File: config.mk
export PLATFORM = sky130hd
export DESIGN_NAME = apb_to_ahbl
export DESIGN_NICKNAME = d
export VERILOG_FILES = /design/src/rtl/apb_to_ahbl.sv
export SDC_FILE = /design/constraint.sdc
export NUM_CORES = 1
export LEC_CHECK = 0
export ABC_AREA = 1
export BUFFER_PORTS_ARGS = -buffer_cell sky130_fd_sc_hd__buf_4
export CAP_MARGIN = 20
export CORE_ASPECT_RATIO = 0.75
export CORE_MARGIN = 1
export CORE_UTILIZATION = 49
export DETAILED_ROUTE_END_ITERATION = 10
export GPL_TIMING_DRIVEN = 0
export PLACE_DENSITY = 0.87
export SLEW_MARGIN = 20
export SYNTH_ARGS = -nofsm -noshare
export SYNTH_HDL_FRONTEND = slang
export SYNTH_SLANG_ARGS = --single-unit
File: constraint.sdc
create_clock -name clk -period 2.51 [get_ports clk]
set_input_delay 0.3765 -clock clk [delete_from_list [all_inputs] [get_ports clk]]
set_output_delay 0.3765 -clock clk [all_outputs]
set_load 0.05 [all_outputs]
File: src/rtl/apb_to_ahbl.sv
// rtl/apb_to_ahbl.sv - APB completer replaying each transfer as one AHB-Lite NONSEQ word access
module apb_to_ahbl #(
    parameter int                  W_PADDR    = 16,
    parameter int                  W_HADDR    = 32,
    parameter int                  W_DATA     = 32,
    parameter logic [W_HADDR-1:0]  HADDR_BASE = '0
) (
    input  logic               clk,
    input  logic               rst_n,
    input  logic               apbs_psel,
    input  logic               apbs_penable,
    input  logic               apbs_pwrite,
    input  logic [W_PADDR-1:0] apbs_paddr,
    input  logic [W_DATA-1:0]  apbs_pwdata,
    output logic               apbs_pready,
    output logic [W_DATA-1:0]  apbs_prdata,
    output logic               apbs_pslverr,
    output logic [W_HADDR-1:0] ahblm_haddr,
    output logic               ahblm_hwrite,
    output logic [1:0]         ahblm_htrans,
    output logic [2:0]         ahblm_hsize,
    output logic [2:0]         ahblm_hburst,
    output logic [3:0]         ahblm_hprot,
    output logic               ahblm_hmastlock,
    output logic [W_DATA-1:0]  ahblm_hwdata,
    input  logic               ahblm_hready,
    input  logic               ahblm_hresp,
    input  logic [W_DATA-1:0]  ahblm_hrdata
);

    typedef enum logic [1:0] {
        S_IDLE = 2'd0,
        S_APH  = 2'd1,
        S_DPH  = 2'd2,
        S_RESP = 2'd3
    } state_t;

    state_t              state_q, state_d;
    logic [W_HADDR-1:0]  haddr_q, haddr_d;
    logic                hwrite_q;
    logic [W_DATA-1:0]   hwdata_q;
    logic [W_DATA-1:0]   prdata_q;
    logic                pslverr_q;
    logic                setup;

    // Only a setup phase starts a transfer; an access phase seen in idle is ignored.
    assign setup = apbs_psel & ~apbs_penable;

    always_comb begin
        haddr_d                = HADDR_BASE;
        haddr_d[W_PADDR-1:0]   = apbs_paddr;
    end

    always_ff @(posedge clk or negedge rst_n) begin
        if (!rst_n) begin
            state_q <= S_IDLE;
        end else begin
            state_q <= state_d;
        end
    end

    always_comb begin
        state_d = state_q;
        case (state_q)
            S_IDLE:  if (setup)        state_d = S_APH;
            S_APH:   if (ahblm_hready) state_d = S_DPH;
            S_DPH:   if (ahblm_hready) state_d = S_RESP;
            S_RESP:                    state_d = S_IDLE;
            default:                   state_d = S_IDLE;
        endcase
    end

    always_comb begin
        ahblm_htrans = 2'b00;
        apbs_pready  = 1'b0;
        apbs_pslverr = 1'b0;
        case (state_q)
            S_APH:  ahblm_htrans = 2'b10;
            S_RESP: begin
                apbs_pready  = 1'b1;
                apbs_pslverr = pslverr_q;
            end
            default: ;
        endcase
    end

    always_ff @(posedge clk or negedge rst_n) begin
        if (!rst_n) begin
            haddr_q   <= '0;
            hwrite_q  <= 1'b0;
            hwdata_q  <= '0;
            prdata_q  <= '0;
            pslverr_q <= 1'b0;
        end else begin
            if (state_q == S_IDLE && setup) begin
                haddr_q  <= haddr_d;
                hwrite_q <= apbs_pwrite;
                hwdata_q <= apbs_pwdata;
            end
            // prdata keeps the last read value across writes.
            if (state_q == S_DPH && ahblm_hready) begin
                if (!hwrite_q) begin
                    prdata_q <= ahblm_hrdata;
                end
                pslverr_q <= ahblm_hresp;
            end
        end
    end

    assign apbs_prdata     = prdata_q;
    assign ahblm_haddr     = haddr_q;
    assign ahblm_hwrite    = hwrite_q;
    assign ahblm_hwdata    = hwdata_q;
    assign ahblm_hsize     = 3'b010;
    assign ahblm_hburst    = 3'b000;
    assign ahblm_hprot     = 4'b0011;
    assign ahblm_hmastlock = 1'b0;

endmodule

==> results.json <==
{
  "status": "completed",
  "critPathLaunch": "state_q[1]$_DFFE_PN0P_",
  "ys_top_cells_by_area": "dfrtp_1 (56%), nand2_1 (9.1%), inv_1 (8.5%), o21ai_2 (7.5%), buf_4 (5.6%)",
  "reg2reg_from": "state_q[1]$_DFFE_PN0P_",
  "netlist_area_um2": 3750,
  "synth_cells": 399,
  "rsz0062_at_grt": "false",
  "drc_errors": 0,
  "use_met3_pct": 7.75,
  "grt_max_degree": 85,
  "cp_slowest_cell": "dfrtp_1",
  "post-dp-hpwl_mm": 6.75,
  "cts_buffers": 9,
  "syn_avg_cell_area_um2": 9.40,
  "vias": 3117,
  "cp-endpoint": "apbs_pslverr",
  "ys_seq_area_share_pct": 56.1,
  "antenna_found_initial": 0,
  "worst_pin_slew_ps": 767,
  "maxCapViolations": 0,
  "fin_crit_ps": 1640,
  "fmax_mhz": 608,
  "vias_per_cell": 4.38,
  "drt_iter0_drc": 81,
  "ir_worst_vdd_v": 0.000863,
  "rrSetupSlack_ps": 970,
  "cts-root-buf": "clkbuf_8",
  "wl_mm": 8.87,
  "setup_violations": 0,
  "postCtsSetupBuffers": 0,
  "cp_cell_sequence": "ha_1 -> nand2_1 -> inv_1 -> buf_4",
  "grt_overflow": 0,
  "rows": 27,
  "crit_path_end_kind": "output port",
  "ant_nets": 0,
  "ys_ff_latch": 84,
  "diodes": 0,
  "cp_top_family": "flip-flops",
  "grt_first_pass_wirelength_mm": 14.2,
  "hold_buffers": 0,
  "coreArea_um2": 7360,
  "pre_cts_ws_ps": 981,
  "fin_skew_ps": 2.26,
  "slew_headroom_pct": 48.9,
  "worstSkewPairLatency_ps": 340,
  "grtUsageMet2_pct": 39.4,
  "rr_worst_depth": 5,
  "powerDensity_nw_per_um2": 1470,
  "cp_data_arrival_time_ps": 1270,
  "layout.nets": 697,
  "fillers": 561,
  "cp-start-kind": "flip-flop",
  "dieArea_um2": 8010,
  "leakage_nw": 3.23,
  "whs_ps": 48.0,
  "dpl.cell_count": 696,
  "cts.sinks": 84,
  "drv_slew": 0,
  "yosysTopAreaCellShare_pct": 56.1,
  "grt_busiest_layer": "met2",
  "gp_congestion": 0.792,
  "dr.pass1.iters": 4,
  "io_pins": 199,
  "cts_resized": 0,
  "syn_to_final_growth_pct": 46.8,
  "p_total_w": 0.00810,
  "cts_tree": "built",
  "grtUsageTotal_pct": 23.3,
  "fin_crit_sh_pct": 65.5,
  "rr_endpoint": "ahblm_haddr[0]$_DFFE_PN0P_",
  "hold_class": "primary input to asynchronous set/reset pin",
  "routedWlPerCell_um": 12.5,
  "grt_pass1_vias": 3055,
  "use_met1_pct": 28.3,
  "cp_max_fo": 4,
  "die_x_um": 103,
  "dieHeight_um": 77.8,
  "hold_viol_final": 0,
  "port_buffers": 170,
  "required_ps": 2130,
  "htreeDepth": 3,
  "critPathKind": "flip-flop to output port",
  "fin_setup_tns_ps": 0,
  "drive_gt1_share_pct": 42.8,
  "stdcell_count": 711,
  "initial_core_util_pct": 50.9,
  "clkTransAtPathRegs_ps": 80,
  "cp_num_buf_inv": 2,
  "cp.depth": 4,
  "synth.distinct_cells": 20,
  "yosysTopAreaCell": "dfrtp_1",
  "ys.warnings.count": 0,
  "timing.final.ws_setup_ps": 866,
  "max_stage_delay_ps": 440,
  "cts_buffer_depth": 2
}
[cell usage in the layout (no fill, tap or decap), types with 3 or more instances in the layout]
cell type / n
buf_2: 4
dfrtp_1: 84
clkbuf_8: 9
nand2_1: 91
o21ai_2: 32
buf_4: 197
inv_1: 85
nand3_1: 3
bufinv_16: 4
conb_1: 28
o21ai_1: 20
ha_1: 4
o21ai_0: 28
buf_6: 10
clkbuf_1: 3
[Yosys cell counts (all sizes together)]
master	instances
conb	2
o21ai	80
clkbuf	3
inv	85
or2	1
nor2	1
o21bai	1
dfrtp	84
a21oi	1
buf	41
nand2	91
ha	4
nand3	5
[cell families after synthesis]
group / count (synthesis) / share of synthesized area (%)
flip-flops: 84 / 56.1
other: 2 / 0.200
AND/OR/NAND/NOR: 98 / 10.5
adder cells (fa/ha/maj): 4 / 1.33
buffers and inverters: 129 / 17.7
AO/OA/AOI/OAI: 82 / 14.2
[flip-flops by register name, summed over array words and instances (netlist names)]
register      count
ahblm_hwdata     32
apbs_prdata      32
ahblm_haddr      16
state_q           2
ahblm_hwrite      1
pslverr_q         1
[stage by stage]
step           instance area (um^2)  utilization, %
2_1_floorplan                  3850               -
3_3_place_gp                   5250            71.3
3_5_place_dp                   5250            71.3
5_1_grt                        5510            74.8
4_1_cts                        5500            74.7
6_report                       5510            74.8
[worst min path at each step]
stage,start,slack (ps),depth (start not counted),to
after floorplan,rst_n,80,0,ahblm_haddr[0]$_DFFE_PN0P_
after global placement,pslverr_q$_DFFE_PN0P_,460,2,pslverr_q$_DFFE_PN0P_
after detailed placement,apbs_prdata[3]$_DFFE_PN0P_,470,2,apbs_prdata[3]$_DFFE_PN0P_
after CTS,rst_n,250,1,apbs_prdata[10]$_DFFE_PN0P_
after global routing,rst_n,130,1,apbs_prdata[9]$_DFFE_PN0P_
final,rst_n,50,1,apbs_prdata[9]$_DFFE_PN0P_
[report_power, final]
group,leakage (nW),switching (W),total (W),internal (W)
clock,0.126,0.000463,0.00122,0.000755
combinational,2.05,0.00319,0.00453,0.00134
sequential,1.05,0.000372,0.00235,0.00197
[area by class of cell]
class	instances	area [um^2]	share of cell area [%]
buffer	44	344	6.25
clock buffer	10	128	2.32
clock inverter	5	125	2.27
inverter	85	319	5.79
multi-input combinational	212	1080	19.7
sequential	84	2100	38.2
tap	101	126	2.29
timing repair buffer	170	1280	23.2
[per-layer routing]
layer	vias up	wire, um
met4	0	122
met1	1433	3550
li1	1556	-
met5	-	0
met3	13	653
met2	115	4550
Note: power is estimated with default switching activity, not from simulation.
